[src/rtl/text_pixel_gen_if.sv]
// Signal bundle between the text pixel generator and its neighbours:
// the sync/timing generator, the text buffer, the font memory and the cursor
// registers.
//   slave  : the pixel generator side. It receives pixel position, sync,
//            character/glyph data and cursor state. It drives the memory
//            addresses and the pixel output.
//   master : the surrounding system, with the directions reversed.
// Port summary:
//   hpos_i, vpos_i       current pixel column / row
//   de_i, hsync_i,       display enable and raw syncs from the timing generator
//   vsync_i
//   text_addr_o, char_i  text-buffer read address / character code (1-cycle read)
//   font_addr_o,         font-memory address {char, glyph_row} / glyph row
//   font_data_i          (1-cycle read); font_data_i bit 0 is the leftmost pixel
//   cursor_*_i           cursor enable and cell position
//   rgb_o, hsync_o,      pixel colour and delayed sync/enable
//   vsync_o, de_o
interface text_pixel_gen_if #(
   parameter int TADDR_W = 13
);
   logic [9:0]         hpos_i;
   logic [9:0]         vpos_i;
   logic               de_i;
   logic               hsync_i;
   logic               vsync_i;
   logic [TADDR_W-1:0] text_addr_o;
   logic [7:0]         char_i;
   logic [10:0]        font_addr_o;
   logic [0:7]         font_data_i;
   logic               cursor_en_i;
   logic [6:0]         cursor_col_i;
   logic [5:0]         cursor_row_i;
   logic [2:0]         rgb_o;
   logic               hsync_o;
   logic               vsync_o;
   logic               de_o;

   modport slave (
      input  hpos_i, vpos_i, de_i, hsync_i, vsync_i,
      input  char_i, font_data_i,
      input  cursor_en_i, cursor_col_i, cursor_row_i,
      output text_addr_o, font_addr_o,
      output rgb_o, hsync_o, vsync_o, de_o
   );

   modport master (
      output hpos_i, vpos_i, de_i, hsync_i, vsync_i,
      output char_i, font_data_i,
      output cursor_en_i, cursor_col_i, cursor_row_i,
      input  text_addr_o, font_addr_o,
      input  rgb_o, hsync_o, vsync_o, de_o
   );
endinterface

[src/rtl/text_pixel_gen.sv]
// Text-mode pixel generator. It converts the pixel coordinate into a
// text-buffer address. It then forms the font address from the returned
// character and the glyph row, and picks the glyph bit for the current pixel
// column. A blinking block cursor is XORed over the glyph bit.
// Latency is a fixed 5 cycles from the inputs to rgb/hsync/vsync/de.
// Ports:
//   clk_i  pixel clock
//   rst_i  synchronous active-high reset
//   bus    text_pixel_gen_if.slave. Carries position, sync and cursor inputs,
//          text/font memory address and data, and the delayed pixel outputs.
module text_pixel_gen #(
   parameter int         COLS         = 80,
   parameter int         ROWS         = 60,
   parameter int         TADDR_W      = 13,
   parameter logic [2:0] FG_COLOR     = 3'b111,
   parameter logic [2:0] BG_COLOR     = 3'b000,
   parameter int         BLINK_FRAMES = 32,
   parameter logic       SYNC_ACTIVE  = 1'b0
) (
   input  logic           clk_i,
   input  logic           rst_i,
   text_pixel_gen_if.slave bus
);

   localparam int         CNT_W  = (BLINK_FRAMES > 1) ? $clog2(BLINK_FRAMES) : 1;
   localparam logic [6:0] COLS_C = 7'(COLS);
   localparam logic [6:0] ROWS_C = 7'(ROWS);

   // row*COLS + col. For the 80-column mode this is two shifts and an add.
   function automatic logic [TADDR_W-1:0] cell_addr(input logic [6:0] row,
                                                    input logic [6:0] col);
      logic [TADDR_W-1:0] r;
      logic [TADDR_W-1:0] c;
      r = TADDR_W'(row);
      c = TADDR_W'(col);
      if (COLS == 80)
         return (r << 6) + (r << 4) + c;
      else
         return r * TADDR_W'(COLS) + c;
   endfunction

   // Pixels outside the visible area are forced black.
   function automatic logic [2:0] pix_color(input logic de, input logic pix);
      if (!de)
         return 3'b000;
      return pix ? FG_COLOR : BG_COLOR;
   endfunction

   logic [6:0] cell_col;
   logic [6:0] cell_row;
   logic       cell_ok;
   logic       cursor_hit;

   assign cell_col = bus.hpos_i[9:3];
   assign cell_row = bus.vpos_i[9:3];
   // Off-screen coordinates with de high get address 0. Such addresses are
   // don't-care, and this keeps the read inside the buffer.
   assign cell_ok  = bus.de_i && (cell_row < ROWS_C) && (cell_col < COLS_C);
   // The cursor registers are compared unclamped; de_i masks any
   // out-of-range match.
   assign cursor_hit = bus.cursor_en_i && bus.de_i &&
                       (cell_col == bus.cursor_col_i) &&
                       (cell_row == {1'b0, bus.cursor_row_i});

   logic [TADDR_W-1:0] text_addr_p1;
   logic [2:0]         grow_p1, grow_p2;
   logic [2:0]         gcol_p1, gcol_p2, gcol_p3, gcol_p4;
   logic               de_p1, de_p2, de_p3, de_p4, de_p5;
   logic               hs_p1, hs_p2, hs_p3, hs_p4, hs_p5;
   logic               vs_p1, vs_p2, vs_p3, vs_p4, vs_p5;
   logic               hit_p1, hit_p2, hit_p3, hit_p4;
   logic [10:0]        font_addr_p3;
   logic [2:0]         rgb_p5;

   logic               vsync_prev;
   logic [CNT_W-1:0]   blink_cnt;
   logic               blink_phase;
   logic               frame_evt;
   logic               pix;

   assign pix = bus.font_data_i[gcol_p4] ^ (hit_p4 & blink_phase);

   always_ff @(posedge clk_i) begin
      if (rst_i) begin
         text_addr_p1 <= '0;
         grow_p1      <= '0;
         grow_p2      <= '0;
         gcol_p1      <= '0;
         gcol_p2      <= '0;
         gcol_p3      <= '0;
         gcol_p4      <= '0;
         de_p1        <= 1'b0;
         de_p2        <= 1'b0;
         de_p3        <= 1'b0;
         de_p4        <= 1'b0;
         de_p5        <= 1'b0;
         hs_p1        <= ~SYNC_ACTIVE;
         hs_p2        <= ~SYNC_ACTIVE;
         hs_p3        <= ~SYNC_ACTIVE;
         hs_p4        <= ~SYNC_ACTIVE;
         hs_p5        <= ~SYNC_ACTIVE;
         vs_p1        <= ~SYNC_ACTIVE;
         vs_p2        <= ~SYNC_ACTIVE;
         vs_p3        <= ~SYNC_ACTIVE;
         vs_p4        <= ~SYNC_ACTIVE;
         vs_p5        <= ~SYNC_ACTIVE;
         hit_p1       <= 1'b0;
         hit_p2       <= 1'b0;
         hit_p3       <= 1'b0;
         hit_p4       <= 1'b0;
         font_addr_p3 <= '0;
         rgb_p5       <= 3'b000;
      end else begin
         // stage 1: text-buffer address, sideband capture
         text_addr_p1 <= cell_ok ? cell_addr(cell_row, cell_col) : '0;
         grow_p1      <= bus.vpos_i[2:0];
         gcol_p1      <= bus.hpos_i[2:0];
         de_p1        <= bus.de_i;
         hs_p1        <= bus.hsync_i;
         vs_p1        <= bus.vsync_i;
         hit_p1       <= cursor_hit;
         // stage 2: text buffer returns char_i
         grow_p2      <= grow_p1;
         gcol_p2      <= gcol_p1;
         de_p2        <= de_p1;
         hs_p2        <= hs_p1;
         vs_p2        <= vs_p1;
         hit_p2       <= hit_p1;
         // stage 3: font address
         font_addr_p3 <= {bus.char_i, grow_p2};
         gcol_p3      <= gcol_p2;
         de_p3        <= de_p2;
         hs_p3        <= hs_p2;
         vs_p3        <= vs_p2;
         hit_p3       <= hit_p2;
         // stage 4: font memory returns font_data_i
         gcol_p4      <= gcol_p3;
         de_p4        <= de_p3;
         hs_p4        <= hs_p3;
         vs_p4        <= vs_p3;
         hit_p4       <= hit_p3;
         // stage 5: pixel select and colour
         rgb_p5       <= pix_color(de_p4, pix);
         de_p5        <= de_p4;
         hs_p5        <= hs_p4;
         vs_p5        <= vs_p4;
      end
   end

   // A frame starts when vsync_i enters its active level.
   assign frame_evt = (bus.vsync_i == SYNC_ACTIVE) && (vsync_prev != SYNC_ACTIVE);

   always_ff @(posedge clk_i) begin
      if (rst_i) begin
         vsync_prev  <= ~SYNC_ACTIVE;
         blink_cnt   <= '0;
         blink_phase <= 1'b0;
      end else begin
         vsync_prev <= bus.vsync_i;
         if (frame_evt) begin
            if (blink_cnt == CNT_W'(BLINK_FRAMES - 1)) begin
               blink_cnt   <= '0;
               blink_phase <= ~blink_phase;
            end else begin
               blink_cnt <= blink_cnt + 1'b1;
            end
         end
      end
   end

   assign bus.text_addr_o = text_addr_p1;
   assign bus.font_addr_o = font_addr_p3;
   assign bus.rgb_o       = rgb_p5;
   assign bus.de_o        = de_p5;
   assign bus.hsync_o     = hs_p5;
   assign bus.vsync_o     = vs_p5;

endmodule

[src/flat_wrapper.sv]
// flat-port wrapper written by rule: the top's interface ports become plain ports
module text_pixel_gen_flat 
#(
   parameter int         COLS         = 80,
   parameter int         ROWS         = 60,
   parameter int         TADDR_W      = 13,
   parameter logic [2:0] FG_COLOR     = 3'b111,
   parameter logic [2:0] BG_COLOR     = 3'b000,
   parameter int         BLINK_FRAMES = 32,
   parameter logic       SYNC_ACTIVE  = 1'b0
)
  (clk_i, rst_i, bus_hpos_i, bus_vpos_i, bus_de_i, bus_hsync_i, bus_vsync_i, bus_char_i, bus_font_data_i, bus_cursor_en_i, bus_cursor_col_i, bus_cursor_row_i, bus_text_addr_o, bus_font_addr_o, bus_rgb_o, bus_hsync_o, bus_vsync_o, bus_de_o);
  text_pixel_gen_if #(.TADDR_W(TADDR_W)) bus_i ();
  input  logic clk_i;
  input  logic rst_i;
  input wire logic [$bits(bus_i.hpos_i)-1:0] bus_hpos_i;
  input wire logic [$bits(bus_i.vpos_i)-1:0] bus_vpos_i;
  input wire logic [$bits(bus_i.de_i)-1:0] bus_de_i;
  input wire logic [$bits(bus_i.hsync_i)-1:0] bus_hsync_i;
  input wire logic [$bits(bus_i.vsync_i)-1:0] bus_vsync_i;
  input wire logic [$bits(bus_i.char_i)-1:0] bus_char_i;
  input wire logic [$bits(bus_i.font_data_i)-1:0] bus_font_data_i;
  input wire logic [$bits(bus_i.cursor_en_i)-1:0] bus_cursor_en_i;
  input wire logic [$bits(bus_i.cursor_col_i)-1:0] bus_cursor_col_i;
  input wire logic [$bits(bus_i.cursor_row_i)-1:0] bus_cursor_row_i;
  output wire logic [$bits(bus_i.text_addr_o)-1:0] bus_text_addr_o;
  output wire logic [$bits(bus_i.font_addr_o)-1:0] bus_font_addr_o;
  output wire logic [$bits(bus_i.rgb_o)-1:0] bus_rgb_o;
  output wire logic [$bits(bus_i.hsync_o)-1:0] bus_hsync_o;
  output wire logic [$bits(bus_i.vsync_o)-1:0] bus_vsync_o;
  output wire logic [$bits(bus_i.de_o)-1:0] bus_de_o;
  assign bus_i.hpos_i = bus_hpos_i;
  assign bus_i.vpos_i = bus_vpos_i;
  assign bus_i.de_i = bus_de_i;
  assign bus_i.hsync_i = bus_hsync_i;
  assign bus_i.vsync_i = bus_vsync_i;
  assign bus_i.char_i = bus_char_i;
  assign bus_i.font_data_i = bus_font_data_i;
  assign bus_i.cursor_en_i = bus_cursor_en_i;
  assign bus_i.cursor_col_i = bus_cursor_col_i;
  assign bus_i.cursor_row_i = bus_cursor_row_i;
  assign bus_text_addr_o = bus_i.text_addr_o;
  assign bus_font_addr_o = bus_i.font_addr_o;
  assign bus_rgb_o = bus_i.rgb_o;
  assign bus_hsync_o = bus_i.hsync_o;
  assign bus_vsync_o = bus_i.vsync_o;
  assign bus_de_o = bus_i.de_o;
  text_pixel_gen #(.COLS(COLS), .ROWS(ROWS), .TADDR_W(TADDR_W), .FG_COLOR(FG_COLOR), .BG_COLOR(BG_COLOR), .BLINK_FRAMES(BLINK_FRAMES), .SYNC_ACTIVE(SYNC_ACTIVE)) u_core (.clk_i(clk_i), .rst_i(rst_i), .bus(bus_i));
endmodule
[config.mk]
export PLATFORM = sky130hd
export DESIGN_NAME = text_pixel_gen_flat
export DESIGN_NICKNAME = d
export VERILOG_FILES = /design/src/rtl/text_pixel_gen_if.sv /design/src/rtl/text_pixel_gen.sv /design/src/flat_wrapper.sv
export SDC_FILE = /design/constraint.sdc
export NUM_CORES = 1
export LEC_CHECK = 0
export ABC_AREA = 1
export BUFFER_PORTS_ARGS = -buffer_cell sky130_fd_sc_hd__buf_2
export CELL_PAD_IN_SITES_DETAIL_PLACEMENT = 1
export CELL_PAD_IN_SITES_GLOBAL_PLACEMENT = 1
export CORE_UTILIZATION = 37
export CTS_BUF_LIST = sky130_fd_sc_hd__clkbuf_8
export CTS_CLUSTER_DIAMETER = 100
export DETAILED_ROUTE_END_ITERATION = 6
export HOLD_SLACK_MARGIN = 0.05
export PLACE_DENSITY_LB_ADDON = 0.05
export SLEW_MARGIN = 20
export SYNTH_ARGS = -nofsm -noshare
export SYNTH_HDL_FRONTEND = slang
export SYNTH_SLANG_ARGS = --single-unit
[constraint.sdc]
create_clock -name clk_i -period 1.9 [get_ports clk_i]
set_input_delay 0.095 -clock clk_i [delete_from_list [all_inputs] [get_ports clk_i]]
set_output_delay 0.095 -clock clk_i [all_outputs]
set_load 0.005 [all_outputs]
== Yosys cells after proc, flatten, opt, wreduce, memory -nomap -nowiden ==
Index checks and enable logic that the tools add are counted.
Storage, ports and cells
  register bits after elaboration: 70
  latch bits: 0
  memory bits (writable): 0
  memory bits (read-only): 0
  bits of input ports: 55
  output and inout bits: 30
  word-level logic and storage cells: 62
  memories: 0
Operators by class
  add/sub/neg operators: 3
  multiply operators: 0
  div/mod/pow operators: 0
  $lt $le $gt $ge: 3
  eq/ne operators: 3
  shift-type cells: 0
  multiplexer cells: 9
  bitwise gates (word level): 6
  reductions and logical operators: 8
Operator list (number)
  $add 13x11->13: 1
  $add 13x7->13: 1
  $mux 3: 3
  $eq 7x6->1: 1
  $eq 7x7->1: 1
  $lt 7x6->1 const B: 1
  $lt 7x7->1 const B: 1
  $logic_and 1x1->1: 6
  $add 5x1->5 const B: 1
  $eq 5x5->1 const B: 1
  $mux 5: 1
  $ge 4x4->1 const B: 1
  $mux 1: 4
  $not 3->4: 1
  $bmux 1 s3: 1
  $not 1->1: 3
  $reduce_and 2->1: 1
  $reduce_or 2->1: 1
  $and 1x1->1: 1
  $xor 1x1->1: 1

== Longest topological paths before layout ==
  word-level depth: 7
  mapped depth: 11
  mapped depth without buffers: 11

== Worst setup path after synthesis ==
OpenSTA, ideal clock, no wires.
  path kind: in2reg
  start point: in bus_vpos_i[3]
  end point: reg u_core.text_addr_p1[11] (netlist: u_core.bus.text_addr_o[11])
  library setup time: 0.066 ns
  arrival time: 1.585 ns
  required time: 1.834 ns
  path slack: 0.249 ns
  stages: 10
  path buffers: 0
  cell sequence: inv_1 fa_1 fa_1 inv_1 nand3_1 nand2_1 nand2_1 nand2_1 nand2_1 a21oi_2
Between the ends
  cells in the longest elaborated chain, start to end: 5
  elaborated cells between the ends (all ways): 7
  classes of those cells: add/sub: 2; order compare: 1; bitwise: 1; reduce/logical: 3
Ends and longest elaborated chain
  from (decl): line flat_wrapper.sv:17  | input wire logic [$bits(bus_i.vpos_i)-1:0] bus_vpos_i;
  parallel branches: the longest is 5 deep, another holds $add 13x11->13
  to (signal assigned): line text_pixel_gen.sv:115  | text_addr_p1 <= cell_ok ? cell_addr(cell_row, cell_col) : '0;
  to (decl): line text_pixel_gen.sv:65  | logic [TADDR_W-1:0] text_addr_p1;
Several ways; the timed one is not identified.
A chain may end at the register's enable or synchronous reset.

== Worst setup path after layout ==
  start point: in bus_vpos_i[5]
  end point: reg u_core.text_addr_p1[11] (netlist: u_core.bus.text_addr_o[11])
The elaborated chain is that of the path after synthesis.

==> run metrics <==
dpl cell area=0.00323 mm²; Initial Util=39.1%; cts repair resizes=0; crit path launch type=input port; Max VDD drop=0.347 mV; clk_lat worst skew=0.33 ns; vias in the first global route=2562; share of cells above drive strength 1=24.7%; most used cell, CP=nand2_1; CTS H-tree depth=3; R2R setup slack=0.66 ns; num ports=85; Levels on crit path=11; syn avg cell area=7.87 µm²; Hold-fix buffers, CTS=21; post-synthesis mux area share=0%; antenna violations before repair=0; post-route minimum period=1.56 ns; CP delay by family, top=adder cells; die area=0.00773 mm²; max-cap violations=0; reg-to-reg critical path endpoint=u_core.blink_cnt[0]$_SDFFE_PP0P_; status=finished clean; Min Hold Slack=about 0.14 ns; hpwl dp=about 4500 µm; Final setup viols=0; cells along the critical path=buf_2 -> inv_1 -> fa_1 -> fa_1 -> inv_1 -> nand3_1 -> nand2_1 -> nand2_1 -> nand2_1 -> nand2_1 -> a21oi_2; critical path's slowest cell=fa_1; CTS Buffer Depth=2; sequential power share=47.4%; syn nets=~420; crit path kind=input port to flip-flop; DR pass1 iterations=2; CTS tree=yes; post-synthesis compound-gate area fraction=4.21%; CTS buffer count=9; DRC violations left=0; Post-Route WL=6080 µm; combinational power share=between 10% and 20%; crit-path max FO=5; Unique masters post-synth=24; R2R depth=7; Clock transition at path regs=0.07 ns; crit end category=flip-flop; drt first-iter violations=44; Core Util, Final=52.4%; Buf+Inv Stages, Crit Path=3; Seq cells post-synth=~70; Setup Buffers After CTS=0; synthesis-to-finish area growth=33.8%; max_slew headroom=70.6%; Mapped Area=0.00273 mm²; first-pass GRT wire length=about 11000 µm; Hold Path End=u_core.bus.text_addr_o[4]$_SDFF_PP0_; wire length per cell=10.9 µm; Clock Skews=0.00644 ns; worst r2r src=u_core.blink_cnt[0]$_SDFFE_PP0P_; Rows=30; Sw Ratio=24.0%; Antenna Cells=0; part of the Yosys area used for sequential elements=49.8%; xor-xnor portion of the synthesized cell area=1.60%; Routability Congestion=roughly 0.8; synthesized netlist cell count=347; Design Area, Final=0.00366 mm²; Core Region=0.00698 mm²; fillers=909; Clk pwr share=40.5%; fin crit share=82.0%; Hold Crit Start=bus_vpos_i[3]; Port Buffers=between 80 and 90; Total GRT Usage=17.8%; via count=2350; hold depth=4; CTS Sinks=slightly below 70; gr ovfl total=0; Final Net Count=528; Via-to-Cell Ratio=4.22; Synth Area in Adders=under 10%; largest family of logic cells by synthesized area=simple AND/OR/NAND/NOR gates; largest net degree at the start of global routing=31; RSZ-0062 raised after global routing=no; final hold vios=0; Leakage=roughly 1.9 nW; power per cell area=859 mW/mm²; CP max stage delay=~0.52 ns; CP arrival=1.81 ns; Synth Warn #=0; die height=87.9 µm; worst slew pin tran=0.440 ns; HP Class=input port to flip-flop; Post-Synth Simple-Gate Area=22.8%; CTS root buf=clkbuf_8; Final ANT Viol Nets=0; Net Switching=0.755 mW; Max Slew Vio Count=0; WP data required=2.15 ns; Fmax=0.642 GHz; Die W=a little under 90 µm; Pint=2.39 mW
==> cells in the mapped netlist <==
| master | number | share of area, % |
|---|---|---|
| nor2_4 | 2 | 0.82 |
| inv_1 | 83 | 11 |
| dfxtp_1 | 68 | 50 |
| a21oi_2 | 2 | 0.64 |
| nor3b_1 | 2 | 0.55 |
| nor2_1 | 66 | 9.1 |
| buf_2 | 5 | 0.92 |
| nand4_2 | 1 | 0.46 |
| xnor2_1 | 1 | 0.32 |
| or2_2 | 9 | 2.1 |
| nand3_1 | 11 | 2.0 |
| nand3b_1 | 1 | 0.27 |
| xor2_1 | 4 | 1.3 |
| nand4_1 | 2 | 0.46 |
| buf_4 | 2 | 0.55 |
| o21ai_1 | 1 | 0.18 |
| nand2_1 | 50 | 6.9 |
| nor3_1 | 1 | 0.18 |
| o21ai_0 | 9 | 1.6 |
| fa_1 | 2 | 1.5 |
| o22ai_1 | 2 | 0.46 |
| a21oi_1 | 7 | 1.3 |
| ha_1 | 15 | 6.9 |
| buf_6 | 1 | 0.41 |
==> worst max path at each step <==
stage,startpoint,endpoint,slack (ns)
after global placement,bus_vpos_i[3],u_core.bus.text_addr_o[11]$_SDFF_PP0_,0.05
after CTS,bus_vpos_i[5],u_core.bus.text_addr_o[11]$_SDFF_PP0_,0.35
after global routing,bus_vpos_i[5],u_core.bus.text_addr_o[11]$_SDFF_PP0_,0.21
after detailed placement,bus_vpos_i[5],u_core.bus.text_addr_o[11]$_SDFF_PP0_,-0.01
final,bus_vpos_i[5],u_core.bus.text_addr_o[11]$_SDFF_PP0_,0.34
after floorplan,bus_vpos_i[3],u_core.bus.text_addr_o[11]$_SDFF_PP0_,0.25
==> per-layer routing <==
metal	track usage, %	routed length (µm)	vias to the layer above
li1	-	-	1232
met4	5.22	68	0
met3	6.41	365	5
met1	17.7	2330	1058
met5	0	0	-
met2	34.2	3320	55
==> cells by family after synthesis <==
| family | after synthesis |
|---|---|
| xor gates and xnor gates | 5 |
| DFF | 68 |
| buffers and inverters | 91 |
| and+or+nand+nor | 145 |
| AOI/OAI and AO/OA | 21 |
| adders and majority gates | 17 |
==> cell type report <==
class                      instances  area, µm²  area share [%]
clock buffer                       9        124            3.39
timing repair buffer             106        638            17.5
clock inverter                     7       92.6            2.53
inverter                          83        312            8.52
multi-input combinational        188       1010            27.6
sequential                        68       1360            37.2
tap                               96        120            3.29
==> state kept, by name (all words and copies together), names as in the netlist, 3 cells and up <==
name / flops
u_core.gcol_p2: 3
u_core.blink_cnt: 5
u_core.gcol_p3: 3
u_core.gcol_p4: 3
u_core.grow_p1: 3
u_core.gcol_p1: 3
u_core.bus.text_addr_o: 13
u_core.grow_p2: 3
u_core.bus.font_addr_o: 11
==> power groups by stage <==
stage	combinational [mW]	clock, mW	sequential, mW
4_1_cts	0.386	1.32	1.49
3_5_place_dp	0.349	0	1.52
5_1_grt	0.441	1.38	1.49
6_report	0.380	1.27	1.49
3_3_place_gp	0.337	0	1.52
2_1_floorplan	0.210	0	1.52
==> placed cells by master (no fill, tap or decap), drive strengths merged <==
cell          n
dfxtp        68
nand2        50
or2           9
o22ai         2
xor2          4
ha           15
buf          85
nor2         68
dlygate4sd3  21
clkinv        2
o21ai        10
a21oi         9
nand4         3
fa            2
xnor2         1
nand3        11
clkbuf        9
clkinvlp      2
nor3          1
nand3b        1
bufinv        2
nor3b         2
inv          84
==> worst min-delay path, cell delays in order <==
cell and delay, ns:
buf_2 0.09, ha_1 0.14, inv_1 0.04, nor2_1 0.08
==> through the flow <==
stage | cells | setup WS, ns | power, mW | TNS (ns)
final | 557 | 0.342 | 3.14 | 0
after global placement | 520 | 0.0519 | 1.86 | 0
after CTS | 557 | 0.345 | 3.19 | 0
after floorplan | 347 | 0.249 | 1.73 | 0
after global routing | 557 | 0.210 | 3.32 | 0
after detailed placement | 520 | -0.0113 | 1.87 | -0.0113
Note: power is estimated with default switching activity, not from simulation.
